File: config.mk
export PLATFORM = sky130hd
export DESIGN_NAME = ta_param_writer
export DESIGN_NICKNAME = d
export VERILOG_FILES = /design/src/rtl/ta_param_writer.sv
export SDC_FILE = /design/constraint.sdc
export NUM_CORES = 1
export LEC_CHECK = 0
export CAP_MARGIN = 0
export CORE_MARGIN = 3
export CORE_UTILIZATION = 53
export DETAILED_ROUTE_END_ITERATION = 16
export PLACE_DENSITY = 0.81
export SETUP_SLACK_MARGIN = 0.1
export SKIP_LAST_GASP = 1
export SLEW_MARGIN = 20
export SYNTH_ARGS = -nofsm -noshare
export SYNTH_HDL_FRONTEND = slang
export SYNTH_SLANG_ARGS = --single-unit
export TNS_END_PERCENT = 10
File: constraint.sdc
create_clock -name clock -period 3 [get_ports clock]
set_input_delay 0.3 -clock clock [delete_from_list [all_inputs] [get_ports clock]]
set_output_delay 0.3 -clock clock [all_outputs]
set_load 0.01 [all_outputs]
File: src/rtl/ta_param_writer.sv
// Tile-accelerator parameter writer: packs polygon headers and strip vertices into VRAM
// and emits one triangle-strip object-list word per strip. Optional macro: TA_SHADOW_EN.

module ta_param_writer #(
    parameter int ADDR_W    = 24,
    parameter int MAX_VERTS = 8
) (
    input  logic              clock,
    input  logic              reset_n,
    input  logic              frame_start,
    input  logic [ADDR_W-1:0] param_base,
    input  logic              ta_valid,
    input  logic [31:0]       ta_data,
    input  logic              ta_eos,
    input  logic              ta_shadow,
    output logic              ta_ready,
    output logic              vram_wr,
    output logic [ADDR_W-1:0] vram_addr,
    output logic [31:0]       vram_dout,
    input  logic              vram_wait,
    output logic              ol_valid,
    output logic [31:0]       ol_word,
    input  logic              ol_ready,
    output logic              overflow,
    output logic              busy
);
    localparam logic [2:0] IDLE = 3'd0;
    localparam logic [2:0] HDR  = 3'd1;
    localparam logic [2:0] VERT = 3'd2;
    localparam logic [2:0] EMIT = 3'd3;
    localparam logic [2:0] DROP = 3'd4;
    localparam int VW = $clog2(MAX_VERTS + 1);

    logic [2:0]        state_r;
    logic [ADDR_W-1:0] wptr_r, hdr_ptr_r, vram_addr_r;
    logic [31:0]       vram_dout_r, ol_word_r;
    logic              vram_wr_r, ol_valid_r, overflow_r, ovf_pend_r, rdy_en_r;
    logic              texture_r, offset_r, uv16_r, shadow_r;
    logic [2:0]        hdr_cnt_r, word_cnt_r;
    logic [VW-1:0]     vcnt_r;

    logic [2:0]        hdr_len_s, vert_words_s, skip_s;
    logic [VW-1:0]     vcnt_next_s;
    logic [20:0]       word_off_s;
    logic              ready_s, accept_s, write_state_s, shadow_in_s;

`ifdef TA_SHADOW_EN
    assign shadow_in_s = ta_shadow;
`else
    logic shadow_unused_s;
    assign shadow_unused_s = ta_shadow;
    assign shadow_in_s     = 1'b0;
`endif

    // Triangle t of the strip maps to mask bit (5 - t); a strip of n vertices has n - 2 triangles.
    function automatic logic [5:0] tri_mask(input logic [VW-1:0] n);
        logic [5:0] m;
        m = 6'd0;
        for (int t = 0; t < 6; t++) begin
            if (int'(n) > t + 2) m[5 - t] = 1'b1;
            else                 m[5 - t] = 1'b0;
        end
        return m;
    endfunction

    // Per-polygon geometry derived from the captured header flags.
    always_comb begin
        hdr_len_s = 3'd3;
        if (shadow_r) hdr_len_s = 3'd5;
        else          hdr_len_s = 3'd3;
        vert_words_s = 3'd4 + (texture_r ? (uv16_r ? 3'd1 : 3'd2) : 3'd0) + {2'b00, offset_r};
        skip_s       = vert_words_s - 3'd3;
        vcnt_next_s  = vcnt_r + VW'(1);
        word_off_s   = 21'((hdr_ptr_r - param_base) >> 2);
    end

    // Input handshake: a stalled VRAM write or a frame restart blocks new words.
    always_comb begin
        ready_s       = 1'b0;
        write_state_s = 1'b0;
        if (state_r == IDLE || state_r == HDR || state_r == VERT) write_state_s = 1'b1;
        else                                                       write_state_s = 1'b0;
        if (rdy_en_r && (write_state_s || state_r == DROP) && !(vram_wr_r && vram_wait) && !frame_start)
            ready_s = 1'b1;
        else
            ready_s = 1'b0;
        accept_s = ta_valid && ready_s;
    end

    // Strip sequencing, VRAM write port and object-list output.
    always_ff @(posedge clock or negedge reset_n) begin
        if (!reset_n) begin
            state_r     <= IDLE;       wptr_r      <= '0;
            hdr_ptr_r   <= '0;         vram_addr_r <= '0;
            vram_dout_r <= 32'd0;      ol_word_r   <= 32'd0;
            vram_wr_r   <= 1'b0;       ol_valid_r  <= 1'b0;
            overflow_r  <= 1'b0;       ovf_pend_r  <= 1'b0;
            rdy_en_r    <= 1'b0;       texture_r   <= 1'b0;
            offset_r    <= 1'b0;       uv16_r      <= 1'b0;
            shadow_r    <= 1'b0;       hdr_cnt_r   <= 3'd0;
            word_cnt_r  <= 3'd0;       vcnt_r      <= '0;
        end else if (frame_start) begin
            state_r    <= IDLE;
            wptr_r     <= param_base;
            overflow_r <= 1'b0;
            ovf_pend_r <= 1'b0;
            vram_wr_r  <= 1'b0;
            ol_valid_r <= 1'b0;
            rdy_en_r   <= 1'b1;
        end else begin
            rdy_en_r <= 1'b1;
            if (!(vram_wr_r && vram_wait)) vram_wr_r <= accept_s && write_state_s;
            if (accept_s && write_state_s) begin
                vram_addr_r <= wptr_r;
                vram_dout_r <= ta_data;
                wptr_r      <= wptr_r + ADDR_W'(4);
            end
            case (state_r)
                IDLE: if (accept_s) begin
                    texture_r <= ta_data[25];
                    offset_r  <= ta_data[24];
                    uv16_r    <= ta_data[22];
                    shadow_r  <= shadow_in_s;
                    hdr_ptr_r <= wptr_r;
                    hdr_cnt_r <= 3'd1;
                    state_r   <= HDR;
                end
                HDR: if (accept_s) begin
                    if (hdr_cnt_r == hdr_len_s - 3'd1) begin
                        word_cnt_r <= 3'd0;
                        vcnt_r     <= '0;
                        state_r    <= VERT;
                    end else begin
                        hdr_cnt_r <= hdr_cnt_r + 3'd1;
                    end
                end
                VERT: if (accept_s) begin
                    if (word_cnt_r == vert_words_s - 3'd1) begin
                        word_cnt_r <= 3'd0;
                        vcnt_r     <= vcnt_next_s;
                        if (ta_eos) begin
                            state_r <= EMIT;
                        end else if (vcnt_next_s == VW'(MAX_VERTS)) begin
                            overflow_r <= 1'b1;
                            ovf_pend_r <= 1'b1;
                            state_r    <= EMIT;
                        end
                    end else begin
                        word_cnt_r <= word_cnt_r + 3'd1;
                    end
                end
                // The entry is offered only once the final vertex write has left the port.
                EMIT: if (ol_valid_r) begin
                    if (ol_ready) begin
                        ol_valid_r <= 1'b0;
                        ovf_pend_r <= 1'b0;
                        state_r    <= ovf_pend_r ? DROP : IDLE;
                    end
                end else if (!vram_wr_r || !vram_wait) begin
                    ol_valid_r <= 1'b1;
                    ol_word_r  <= {1'b0, tri_mask(vcnt_r), shadow_r, skip_s, word_off_s};
                end
                DROP: if (accept_s && ta_eos) state_r <= IDLE;
                default: state_r <= IDLE;
            endcase
        end
    end

    assign ta_ready  = ready_s;
    assign vram_wr   = vram_wr_r;
    assign vram_addr = vram_addr_r;
    assign vram_dout = vram_dout_r;
    assign ol_valid  = ol_valid_r;
    assign ol_word   = ol_word_r;
    assign overflow  = overflow_r;
    assign busy      = (state_r != IDLE) || vram_wr_r;

endmodule

# After elaboration in Yosys (flattened, before gate mapping)
# Cells that the tools add are included.
[word_totals] input_bits=64 register_bits=154 elab_cells=151 output_inout_bits=93
[op_classes] mux=55 n_eq_ne=26 magnitude_cmp=6 add_sub_neg=9 bitwise_logic=2 n_reduce_logical=36
[op_table] op="2-to-1 mux 3 bit" n=18
[op_table] op="2-to-1 mux 24 bit" n=2
[op_table] op="adder 24 x 3 -> 24 bit (second input constant)" n=1
[op_table] op="2-to-1 mux 1 bit" n=24
[op_table] op="subtractor 23 bit" n=1
[op_table] op="!= test 3 bit (second input constant)" n=6
[op_table] op="greater-than comparator 4 x 3 -> 1 bit (second input constant)" n=4
[op_table] op="2-to-1 mux 4 bit" n=4
[op_table] op="nonzero test 2 bit" n=8
[op_table] op="one-hot mux 3 bit (5 select lines)" n=1
[op_table] op="AND reduction 5 bit" n=3
[op_table] op="!= test 2 bit (second input constant)" n=6
[op_table] op="!= test 3 x 2 -> 1 bit (second input constant)" n=4
[op_table] op="one-hot mux 3 bit (2 select lines)" n=2
[op_table] op="equality test 3 x 2 -> 1 bit (second input constant)" n=3
[op_table] op="AND reduction 9 bit" n=1
[op_table] op="greater-than comparator 4 x 2 -> 1 bit (second input constant)" n=2
[op_table] op="one-hot mux 4 bit (2 select lines)" n=1
[op_table] op="logical AND 1 bit" n=7
[op_table] op="AND reduction 7 bit" n=1
[op_table] op="adder 3 x 1 -> 3 bit (second input constant)" n=2
[op_table] op="AND reduction 6 bit" n=1
[op_table] op="nonzero test 3 bit" n=2
[op_table] op="logical OR 1 bit" n=5
[op_table] op="other kinds (19)" n=25

# Logic depth before layout (Yosys ltp)
# Gate-level depths: netlist of run 1.
[logic_depth] depth_word=14 ltp_mapped=12 ltp_nobuf=12

# Worst setup path before layout of run 1
# No wires, ideal clock.
[synth_path] kind="register -> register" start="register texture_r" end="register state_r[0]" path_buffers=0 period_less_slack_ns=2.583 t_arrival_ns=2.459 setup_slack_ns=0.417 t_required_ns=2.875 path_stages_with_launch=10 setup_ns=0.125 cell_sequence="dfrtp_1 -> and2_1 -> ha_1 -> fa_1 -> xor2_1 -> nand3_1 -> nor4_1 -> or2_2 -> nand3_1 -> mux2_2"
[synth_between] elab_chain_len=7
[synth_rtl] item="from (decl)" line_no="38" rtl="logic texture_r, offset_r, uv16_r, shadow_r;"
[synth_rtl] item="from (signal assigned)" line_no="120" rtl="texture_r <= ta_data[25];"
[synth_rtl] item="2-to-1 mux 2 bit" line_no="71" rtl="vert_words_s = 3'd4 + (texture_r ? (uv16_r ? 3'd1 : 3'd2) : 3'd0) + {2'b00, offset_r};"
[synth_rtl] item="adder 3 x 2 -> 3 bit" line_no="71"
[synth_rtl] item="adder 3 x 1 -> 3 bit" line_no="71"
[synth_rtl] item="subtractor 3 x 1 -> 3 bit" line_no="138" rtl="if (word_cnt_r == vert_words_s - 3'd1) begin"
[synth_rtl] item="equality test 3 bit" line_no="138"
[synth_rtl] item="!= test 3 x 2 -> 1 bit (no source line)"
[synth_rtl] item="AND reduction 9 bit (no source line)"
[synth_rtl] item="to (signal assigned)" line_no="157" rtl="state_r <= ovf_pend_r ? DROP : IDLE;"
[synth_rtl] item="to (decl)" line_no="34" rtl="logic [2:0] state_r;"
# No other way between the ends.
# A chain may end at the register's enable or synchronous reset.

# Worst setup path in the final report of run 1
# Ends and elaborated chain as after synthesis.

==> results of run 1 <==
[power groups by stage]
stage / combinational (mW) / sequential (mW) / clock, mW
after floorplan: 2.14 / 3.26 / 0
after global placement: 3.57 / 3.19 / 0
after detailed placement: 3.63 / 3.22 / 0
after CTS: 3.68 / 3.20 / 2.42
after global routing: 4.05 / 3.29 / 2.51
final: 3.66 / 3.20 / 2.39
[flip-flops by register name, summed over array words and instances (netlist names), 3 cells and up]
name and count:
vram_dout 32, ol_word 30, vram_addr 24, wptr_r 24
hdr_ptr_r 23, vcnt_r 4, hdr_cnt_r 3, state_r 3
word_cnt_r 3
[area by class of cell]
type	count	share of cell area
timing repair buffer	170	0.162
tap	184	0.0221
clock inverter	12	0.0213
multi-input combinational	633	0.372
clock buffer	18	0.0411
inverter	35	0.0126
sequential	154	0.369
[critical path, delay by kind of cell, from the launching register on]
kind                     cells  cell delay [ns]
flip-flops                   1             0.40
XOR/XNOR                     1             0.18
adder cells (fa/ha/maj)      2             0.87
AND/OR/NAND/NOR              5             0.81
multiplexers                 1             0.35
[final timing paths]
path	to	depth (start not counted)	startpoint	slack (ns)
max	state_r[0]	9	texture_r	0.29
min	vram_dout[10]	3	ta_data[10]	0.41
max reg2reg	state_r[0]	9	texture_r	0.29
min reg2reg	vram_dout[21]	2	vram_dout[21]	0.47
max in group asynchronous	hdr_ptr_r[8]	3	reset_n	1.80
min in group asynchronous	vram_dout[17]	2	reset_n	0.45
[routing by layer]
layer | global-route usage | up-vias | routed length, um | part of all wire
li1 | - | 3253 | - | -
met1 | 0.336 | 3187 | 8710 | 0.46
met2 | 0.347 | 221 | 8540 | 0.45
met3 | 0.0692 | 24 | 1460 | 0.076
met4 | 0.0733 | 0 | 373 | 0.020
met5 | 0 | - | 0 | 0
[repair_timing]
| item | in CTS | in global routing |
|---|---|---|
| endpoints found under the hold margin | 66 | 0 |
| endpoints found under the setup margin | 0 | 0 |
| hold buffers | 1 | 0 |
[stage by stage]
step	utilization	std cells
after global placement	0.665	1175
after CTS	0.710	1206
after floorplan	-	866
after global routing	0.710	1206
final	0.710	1206
after detailed placement	0.665	1175
[cell families (layout without fill, tap and decap cells)]
kind of cell / count (synthesis) / in the layout / share of synthesized area
AOI/OAI and AO/OA: 165 / 165 / 0.133
other: 2 / 3 / 0.000929
adders and majority gates: 34 / 34 / 0.0533
muxes: 33 / 33 / 0.0551
buffers and inverters: 79 / 235 / 0.0443
xor gates and xnor gates: 24 / 24 / 0.0260
DFF: 154 / 154 / 0.477
and+or+nand+nor: 374 / 374 / 0.210
[placed cells by master (no fill, tap or decap), types with 7 or more instances in the layout]
cell type / count
xor2_1: 14
a21o_1: 10
a31oi_1: 9
mux2_2: 12
clkbuf_16: 17
o21ai_0: 52
nand2_1: 242
nor2b_1: 9
buf_4: 14
nor3_1: 9
o211ai_1: 8
nor2_1: 30
dfrtp_1: 154
clkdlybuf4s50_1: 152
xnor2_1: 10
and3_1: 11
mux2_4: 20
a21oi_1: 31
nand4_1: 7
nand3_1: 24
ha_1: 32
a221o_1: 8
inv_1: 35
==> flow_metrics.py, run 1 <==
metrics = {
    "power_and_ir_drop": {
        "switching_share": 0.334,
        "clockPowerShare": 0.258,
        "max-vdd-ir-drop_mv": 0.557,
        "p_per_area_mw_per_mm2": 887,
        "power_mw": 9.25,
        "seq_power_share": 0.346,
        "power_leakage_nw": 4.91,
        "p_int_mw": 6.17,
        "p_switching_mw": 3.09,
        "pwr-share-comb": 0.396,
    },
    "floorplan": {
        "start_util": 0.550,
        "die-area_mm2": 0.0168,
        "die_h_um": 129,
        "dieWidth_um": 129,
        "rows": 44,
        "coreArea_mm2": 0.0147,
        "io_pins": 157,
    },
    "worst_setup_path": {
        "crit_top_cell": "nand3_1",
        "path_max_fanout": 4,
        "crit_chain": "and2_1, ha_1, fa_1, xor2_1, nand3_1, nor4_1, or2_2, nand3_1, mux2_2",
        "end_kind": "register",
        "slowest_delay_ns": 0.53,
        "critical_path_class": "reg -> reg",
        "arrival_ns": 3.01,
        "start_kind": "register",
        "critPathRequiredTime_ns": 3.30,
        "crit_slowest_cell": "fa_1",
    },
    "route": {
        "ant_nets": 0,
        "vias": 6685,
        "drt_iter0_drc": 528,
        "wl_per_cell_um": 15.8,
        "via_per_inst": 5.54,
        "drcViolationCount": 0,
        "drt_pre_antenna_iters": 5,
        "finalWirelength_um": 19100,
    },
    "sta": {
        "period_needed_ns": 2.71,
        "setup_viol": 0,
        "tns_ns": 0,
        "max_freq_mhz": 369,
        "tightest_slew_ns": 0.726,
        "setup_ws_ns": 0.292,
        "fin_skew_ns": 0.0100,
        "final.period_utilization": 0.903,
        "hold_ws_ns": 0.409,
        "slew_violations": 0,
        "finalHoldViolCount": 0,
        "slew_headroom": 0.514,
        "rsz0062_at_grt": "no",
    },
    "finish": {
        "regArea_mm2": 0.00385,
        "num_antenna_cells": 0,
        "multiInputGateArea_mm2": 0.00388,
        "n_fill_cell": 1072,
        "final_nets": 1108,
        "postLayoutCellArea_mm2": 0.0104,
        "drive_gt1_frac": 0.0988,
        "area.growth.synth_to_final_pct": 29.2,
    },
    "grt": {
        "grt_max_degree": 70,
        "antenna_found_initial": 0,
        "track_usage": 0.235,
        "grt_pass1_wl_um": 31300,
        "gr-total-overflow": 0,
        "grt_pass1_vias": 6154,
    },
    "placement": {
        "place_ws_ns": 0.237,
        "place_congestion": 0.848,
        "dpl_cell_area_mm2": 0.00977,
        "port_buffers": 153,
        "dp_hpwl_um": 13500,
    },
    "worst_hold_path": {
        "hold_class": "in -> reg",
    },
    "logic_synthesis": {
        "yosys_most_used_dff": "dfrtp_1",
        "synth.ff_latch_count": 154,
        "ys_types": 69,
        "synth.cell_area_mm2": 0.00808,
        "synth_top_area_frac": 0.477,
        "yosysWarnings": 0,
        "async_flop_share": 1.00,
        "netlist_top_cells_count": "242 x nand2_1, 154 x dfrtp_1, 52 x o21ai_0",
        "synth.area.top_cells": "dfrtp_1 48%, nand2_1 11%, ha_1 5.0%",
        "yosysMostFrequentCell": "nand2_1",
        "seq_area_frac_synth": 0.477,
        "synth-edff-count": 0,
        "synthCells": 865,
        "syn_area_per_cell_um2": 9.34,
        "yosysTopAreaCell": "dfrtp_1",
    },
    "clocking": {
        "ctsResizeCount": 0,
        "cts.sinks": 154,
        "cts_tree": "built",
        "htreeDepth": 4,
        "clockRootBuffer": "clkbuf_16",
        "clock_path_buffers": 2,
        "postCtsSetupBuffers": 0,
        "cts_buffers": 17,
        "clk_latency_ns": 0.42,
        "cts.clk_slew.worst_paths_ns": 0.06,
    },
    "run_status": {
        "outcome": "finished clean",
    },
    "flow_run": {
        "max-cap-violations": 0,
    },
}
No activity file was read; power rests on OpenSTA's default activity.
==> inputs of run 2 (changes only) <==
==> constraint.sdc (replaced) <==
create_clock -name clock -period 3 [get_ports clock]
set_input_delay 0.75 -clock clock [delete_from_list [all_inputs] [get_ports clock]]
set_output_delay 0.75 -clock clock [all_outputs]
set_load 0.01 [all_outputs]
==> run 2 against run 1 <==
  * Wire length rose by 1.6%
  * First-iteration DRC count grew 20%
  * Sequential power about the same
  * Critical endpoint is now ta_ready
==> flow_metrics.py, run 2 (synthesized netlist as in run 1, its figures left out) <==
metrics = {
    "run_status": {
        "outcome": "finished clean",
    },
    "route": {
        "wl_per_cell_um": 15.6,
        "drt_iter0_drc": 632,
        "drt_pre_antenna_iters": 6,
        "vias": 6775,
        "via_per_inst": 5.46,
        "finalWirelength_um": 19400,
        "ant_nets": 0,
        "drcViolationCount": 0,
    },
    "sta": {
        "tns_ns": 0,
        "hold_ws_ns": 0.317,
        "max_freq_mhz": 348,
        "slew_headroom": 0.486,
        "slew_violations": 0,
        "tightest_slew_ns": 0.768,
        "setup_ws_ns": 0.127,
        "period_needed_ns": 2.87,
        "rsz0062_at_grt": "yes",
        "setup_viol": 0,
        "finalHoldViolCount": 0,
        "fin_skew_ns": 0.00938,
        "final.period_utilization": 0.958,
    },
    "worst_setup_path": {
        "r2r_cells": 9,
        "critPathRequiredTime_ns": 2.25,
        "critical_path_class": "in -> out",
        "start_kind": "input port",
        "path_max_fanout": 3,
        "arrival_ns": 2.12,
        "end_kind": "output port",
    },
    "floorplan": {
        "die_h_um": 129,
        "rows": 44,
        "start_util": 0.550,
        "dieWidth_um": 129,
        "io_pins": 157,
        "coreArea_mm2": 0.0147,
        "die-area_mm2": 0.0168,
    },
    "finish": {
        "final_cell_mix": "242 x nand2_1, 154 x dfrtp_1, 152 x clkdlybuf4s50_1",
        "largest_reg_flops": 32,
        "num_antenna_cells": 0,
        "final_common_cell": "nand2_1",
        "area.growth.synth_to_final_pct": 31.9,
        "final_nets": 1140,
        "drive_gt1_frac": 0.131,
        "postLayoutCellArea_mm2": 0.0107,
    },
    "clocking": {
        "cts.sinks": 154,
        "cts_buffers": 17,
        "postCtsSetupBuffers": 0,
        "clock_path_buffers": 2,
        "clockRootBuffer": "clkbuf_16",
        "clk_latency_ns": 0.42,
        "postCtsHoldBufs": 0,
        "cts.clk_slew.worst_paths_ns": 0.06,
        "htreeDepth": 4,
        "cts_tree": "built",
    },
    "placement": {
        "place_congestion": 0.892,
        "port_buffers": 153,
        "dp_hpwl_um": 13700,
        "place_ws_ns": -0.138,
        "dpl_cell_area_mm2": 0.0100,
    },
    "flow_run": {
        "max-cap-violations": 0,
    },
    "worst_hold_path": {
        "hold_class": "in -> async",
    },
    "power_and_ir_drop": {
        "p_per_area_mw_per_mm2": 880,
        "power_leakage_nw": 5.06,
        "max-vdd-ir-drop_mv": 0.453,
        "power_mw": 9.37,
    },
    "grt": {
        "track_usage": 0.241,
        "grt_pass1_wl_um": 32400,
        "gr-total-overflow": 0,
        "antenna_found_initial": 0,
        "grt_max_degree": 85,
        "grt_pass1_vias": 6461,
    },
}
==> run 2: power by group <==
part	total (mW)	internal, mW	leakage, nW	switching (mW)
Sequential	3.18	2.71	1.92	0.471
Clock	2.21	1.37	0.299	0.836
Combinational	3.98	2.12	2.83	1.87
==> run 2: critical path: stages <==
cell and delay [ns]:
clkdlybuf4s50_1 0.50, a21oi_2 0.18, nand2_1 0.07, nor2_1 0.09, clkdlybuf4s50_1 0.54
==> run 2: path summary, 6_finish.rpt <==
| path | start | endpoint | slack (ns) |
|---|---|---|---|
| setup / recovery | frame_start | ta_ready | 0.13 |
| max in group asynchronous | reset_n | ol_word[16] | 1.92 |
| hold / removal | reset_n | vram_dout[21] | 0.32 |
| hold reg to reg | vram_dout[5] | vram_dout[5] | 0.47 |
| min in group clock | vram_dout[5] | vram_dout[5] | 0.47 |
| setup reg to reg | texture_r | state_r[2] | 0.27 |
==> run 2: cell type report <==
type / count / area, um2
fill: 1091 / 4050
multi-input combinational: 633 / 3890
sequential: 154 / 3850
timing repair buffer: 202 / 1940
clock buffer: 21 / 470
tap: 184 / 230
clock inverter: 11 / 143
inverter: 35 / 131
==> run 2: per-layer routing <==
| metal | up-vias | wire [um] | global-route usage |
|---|---|---|---|
| li1 | 3305 | - | - |
| met1 | 3221 | 8820 | 0.343 |
| met2 | 226 | 8820 | 0.361 |
| met3 | 23 | 1440 | 0.0680 |
| met4 | 0 | 295 | 0.0746 |
| met5 | - | 0 | 0 |
==> run 2: metrics by stage <==
step,std cells,utilization
6_report,1240,0.725
5_1_grt,1240,0.725
4_1_cts,1240,0.724
3_5_place_dp,1208,0.683
3_3_place_gp,1208,0.683
2_1_floorplan,866,-
==> run 2: timing repair <==
action,4_1_cts,5_1_grt
resized for setup,0,2
endpoints found under the setup margin,0,3
hold endpoints to repair,0,0
==> inputs of run 3 (changes only) <==
--- a/config.mk
+++ b/config.mk
@@ -6,6 +6,7 @@
 export NUM_CORES = 1
 export LEC_CHECK = 0
 export CAP_MARGIN = 0
+export CORE_ASPECT_RATIO = 2
 export CORE_MARGIN = 3
 export CORE_UTILIZATION = 53
 export DETAILED_ROUTE_END_ITERATION = 16
==> run 3 against run 2 <==
  * Die area increased by 0.54%
  * Sequential power hardly changed
  * Fmax fell by 0.23%
  * Utilization is 0.46 points lower
  * Sequential cell count did not move
  * Global-route usage grew 1.1 points
  * Setup slack got worse by 0.0067 ns
  * Wire length up 2.4%
  * Register-to-register slack got worse by 0.04 ns
  * Critical path type unchanged
  * Critical endpoint unchanged
==> flow_metrics.py, run 3 (synthesized netlist as in run 1, its figures left out) <==
metrics = {
    "run_status": {
        "outcome": "finished clean",
    },
    "clocking": {
        "postCtsSetupBuffers": 0,
        "cts_buffers": 17,
        "cts.clk_slew.worst_paths_ns": 0.06,
        "clock_path_buffers": 2,
        "htreeDepth": 4,
        "cts_tree": "built",
        "clk_latency_ns": 0.42,
        "postCtsHoldBufs": 0,
        "cts.sinks": 154,
        "clockRootBuffer": "clkbuf_16",
    },
    "route": {
        "drt_pre_antenna_iters": 4,
        "drcViolationCount": 0,
        "wl_per_cell_um": 15.8,
        "ant_nets": 0,
        "via_per_inst": 5.40,
        "finalWirelength_um": 19800,
        "vias": 6787,
        "drt_iter0_drc": 305,
    },
    "worst_setup_path": {
        "crit_top_cell": "clkdlybuf4s50_1",
        "critical_path_class": "in -> out",
        "path_max_fanout": 3,
        "critPathRequiredTime_ns": 2.25,
        "slowest_delay_ns": 0.55,
        "crit_slowest_cell": "clkdlybuf4s50_1",
        "crit_chain": "clkdlybuf4s50_1, a21oi_2, nand2_1, nor2_1, clkdlybuf4s50_1",
        "end_kind": "output port",
        "start_kind": "input port",
        "arrival_ns": 2.13,
    },
    "finish": {
        "largest_reg_flops": 32,
        "drive_gt1_frac": 0.137,
        "final_common_cell": "nand2_1",
        "postLayoutCellArea_mm2": 0.0107,
        "final_nets": 1147,
        "area.growth.synth_to_final_pct": 32.8,
        "final_cell_mix": "242 x nand2_1, 154 x dfrtp_1, 152 x clkdlybuf4s50_1",
    },
    "power_and_ir_drop": {
        "power_leakage_nw": 5.10,
        "power_mw": 9.40,
        "p_per_area_mw_per_mm2": 876,
        "max-vdd-ir-drop_mv": 0.502,
    },
    "sta": {
        "slew_headroom": 0.583,
        "tns_ns": 0,
        "period_needed_ns": 2.88,
        "fin_skew_ns": 0.00778,
        "slew_violations": 0,
        "final.period_utilization": 0.960,
        "max_freq_mhz": 347,
        "tightest_slew_ns": 0.618,
        "rsz0062_at_grt": "yes",
        "finalHoldViolCount": 0,
        "setup_viol": 0,
    },
    "placement": {
        "dp_hpwl_um": 14800,
        "place_congestion": 0.865,
        "dpl_cell_area_mm2": 0.0101,
        "port_buffers": 153,
    },
    "floorplan": {
        "dieWidth_um": 93.3,
        "io_pins": 157,
        "start_util": 0.542,
        "die_h_um": 181,
        "rows": 63,
        "coreArea_mm2": 0.0149,
        "die-area_mm2": 0.0169,
    },
    "grt": {
        "grt_pass1_vias": 6992,
        "grt_pass1_wl_um": 34000,
        "antenna_found_initial": 1,
        "track_usage": 0.252,
        "gr-total-overflow": 0,
        "grt_max_degree": 73,
    },
    "worst_hold_path": {
        "hold_class": "in -> async",
    },
    "flow_run": {
        "max-cap-violations": 0,
    },
}
[run 3: power by group]
| group | switching, mW | internal [mW] |
|---|---|---|
| registers | 0.454 | 2.71 |
| clock network | 0.886 | 1.30 |
| logic | 1.88 | 2.16 |
| total | 3.22 | 6.17 |
[run 3: critical path: cells and delay by family]
family / cells / cell delay (ns)
and+or+nand+nor: 2 / 0.16
buffers and inverters: 2 / 1.04
AOI/OAI and AO/OA: 1 / 0.18
[run 3: through the flow]
step           std cells  utilization  setup slack (ns)  hold slack [ns]
2_1_floorplan        866            -             0.417            0.453
3_3_place_gp        1226        0.679            -0.151            0.456
3_5_place_dp        1226        0.679            -0.250            0.461
4_1_cts             1257        0.720             0.115            0.304
5_1_grt             1258        0.720            0.0305            0.324
6_report            1258        0.720             0.121            0.293
[run 3: what timing repair did]
item,CTS,global route
endpoints found under the setup margin,1,8
gates cloned,0,0
resized for setup,1,1
[run 3: path summary, 6_finish.rpt]
kind / startpoint / slack, ns / cells after the start / endpoint
min: reset_n / 0.29 / 1 / vram_dout[25]
max reg2reg: texture_r / 0.23 / 9 / state_r[2]
max in group asynchronous: reset_n / 2.00 / 2 / wptr_r[0]
max: frame_start / 0.12 / 5 / ta_ready
min in group clock: ol_word[23] / 0.47 / 2 / ol_word[23]
min reg2reg: ol_word[23] / 0.47 / 2 / ol_word[23]
[run 3: per-layer routing]
metal | routed length [um] | GRT usage | part of all wire | up-vias
li1 | - | - | - | 3328
met1 | 7710 | 0.297 | 0.39 | 3235
met2 | 10800 | 0.441 | 0.54 | 187
met3 | 828 | 0.0489 | 0.042 | 37
met4 | 514 | 0.102 | 0.026 | 0
met5 | 0 | 0 | 0 | -
[run 3: cell type report]
class                   count  area (um2)
fillers                  1076        4170
clock buffers              20         467
well taps                 195         244
repair buffers            209        2000
multi-input cells         633        3890
inverters                  35         131
diodes                      1        2.50
flip-flops and latches    154        3850
clock inverters            11         136
==> patch, RTL diff (config.mk and constraints of run 1) <==
Reset style: synchronous (`reset_n`), changed in one clocked block.
--- a/src/rtl/ta_param_writer.sv
+++ b/src/rtl/ta_param_writer.sv
@@ -89,5 +89,5 @@
 
     // Strip sequencing, VRAM write port and object-list output.
-    always_ff @(posedge clock or negedge reset_n) begin
+    always_ff @(posedge clock) begin
         if (!reset_n) begin
             state_r     <= IDLE;       wptr_r      <= '0;
Behaviour: differs if reset_n is asserted again (counterexample within 4 cycles, from zero or initial values and one cycle with reset_n low); with reset_n held inactive, the same outputs for 4 cycles.
==> patch against run 1 <==
Via count is 7.8% higher. Area after synthesis is 7.1% lower. Design area is 6.8% lower. Global-route usage is 1.6 points higher. Sequential cell count stayed put. Routed wire length is 3.3% higher. Worst setup slack worse by 58 ps.
Power is not compared: it rests on default switching activity, and its combinational part moved more than twofold at a synthesized area within 25%.
==> patch: results (changes against run 1) <==
metric;value;unit;change
via count;7204;;+7.8%
first-pass GRT wire length;32600;um;+3.9%
synth unique cells;70;;+1.4%
GRT Overall Usage;25.1;%;+1.6 points
Critical R2R Launch;texture_r$_SDFFE_PN0P_;;
Routed WL per cell;15.2;um;-3.7%
largest net degree at the start of global routing;104;;+49%
worst-path fanout max;5;;+1
worst reg-to-reg path cell count;12;;+3
Non-Filler Instances;1293;;+7.2%
clk_lat worst skew;430;ps;
fin nets;1201;;+8.4%
reg2reg setup slack;230;ps;-60 ps
Synth async-reset ratio;0;%;-100 points
CP max-delay cell;xnor3_1;;
Final Wtd Congestion;0.892;;+5.2%
Worst path max stage delay;390;ps;-140 ps
Avg Cell Area, Syn;7.71;um^2;-17%
Slew @ Worst Pin;753;ps;+26.8 ps
share of post-route cells with drive strength above 1;5.82;%;-4.1 points
hpwl dp;13800;um;+2.1%
Cell Rows;42;;-4.5%
Layout fillers;1112;;+3.7%
Iter 0 DRT Violations;661;;+25%
Top FF cell, synth;dfxtp_1;;
skew final;9.36;ps;-0.672 ps
vias in the first global route;6750;;+9.7%
share of Yosys cell area claimed by the top area cell type;41.1;%;-6.6 points
PortBufs;153;;unchanged
Worst Setup EP;state_r[0]$_SDFFE_PP0P_;;
top cells by area, synth;dfxtp_1, nand2_1, a21oi_1;;
status;finished, final reports clean;;
Arr. time, crit path;3090;ps;+80 ps
placed inst area;9170;um^2;-6.2%
Seq/Total Area, Yosys;41.1;%;-6.6 points
[patch: metrics by stage]
stage	total power [uW]	setup slack [ps]
finish	4620	233
global route	4780	74.3
CTS	4640	167
detailed placement	2630	169
global placement	2620	148
floorplan	2420	509
[patch: power by group through the flow]
stage	Clock, uW	Sequential (uW)	Combinational [uW]
finish	2030	2140	452
global placement	0	2180	442
CTS	2060	2140	449
detailed placement	0	2180	446
global route	2140	2140	496
floorplan	0	2180	246
[patch: worst min-delay path by stage]
stage / slack (ps) / start / endpoint
final: 410 / ta_data[28] / vram_dout[28]$_SDFFE_PN0P_
after global routing: 410 / ta_data[29] / vram_dout[29]$_SDFFE_PN0P_
after CTS: 400 / ta_data[1] / vram_dout[1]$_SDFFE_PN0P_
after detailed placement: 450 / ol_word[8]$_SDFFE_PN0P_ / ol_word[8]$_SDFFE_PN0P_
after global placement: 440 / ol_word[11]$_SDFFE_PN0P_ / ol_word[11]$_SDFFE_PN0P_
after floorplan: 330 / reset_n / rdy_en_r$_DFF_P_
[patch: cell families after synthesis]
kind of cell / share of synthesized area [%]
AOI/OAI and AO/OA: 19.9
xor gates and xnor gates: 2.40
adders and majority gates: 5.60
buffers and inverters: 5.05
DFF: 41.1
muxes: 1.08
other: 0.0500
and+or+nand+nor: 24.8
[patch: area by class of cell]
type / count / area (um^2) / area share, %
Clock buffer: 19 / 433 / 4.45
Clock inverter: 13 / 118 / 1.21
Inverter: 35 / 135 / 1.39
Multi-Input combinational cell: 729 / 4070 / 41.9
Sequential cell: 154 / 3080 / 31.7
Tap cell: 176 / 220 / 2.26
Timing Repair Buffer: 167 / 1660 / 17.1
[patch: repair_timing]
item	CTS	global route
endpoints found under the setup margin	0	2
hold buffers	0	0
resized for setup	0	1
[patch: per-layer routing]
layer	share of wire, %	GRT usage, %
met2	45	39.2
met1	45	32.9
met3	8.9	8.61
met4	1.3	7.59
met5	0	0
[patch: worst reg2reg max path: stages (launching register included)]
cell and delay, ps:
dfxtp_1 310, and2_1 160, ha_1 240, ha_1 290, inv_1 40, ha_1 190
xnor3_1 390, nor3_4 250, nand2_1 100, nand2_1 100, nor3b_4 280, mux2i_1 230
nor2_1 60
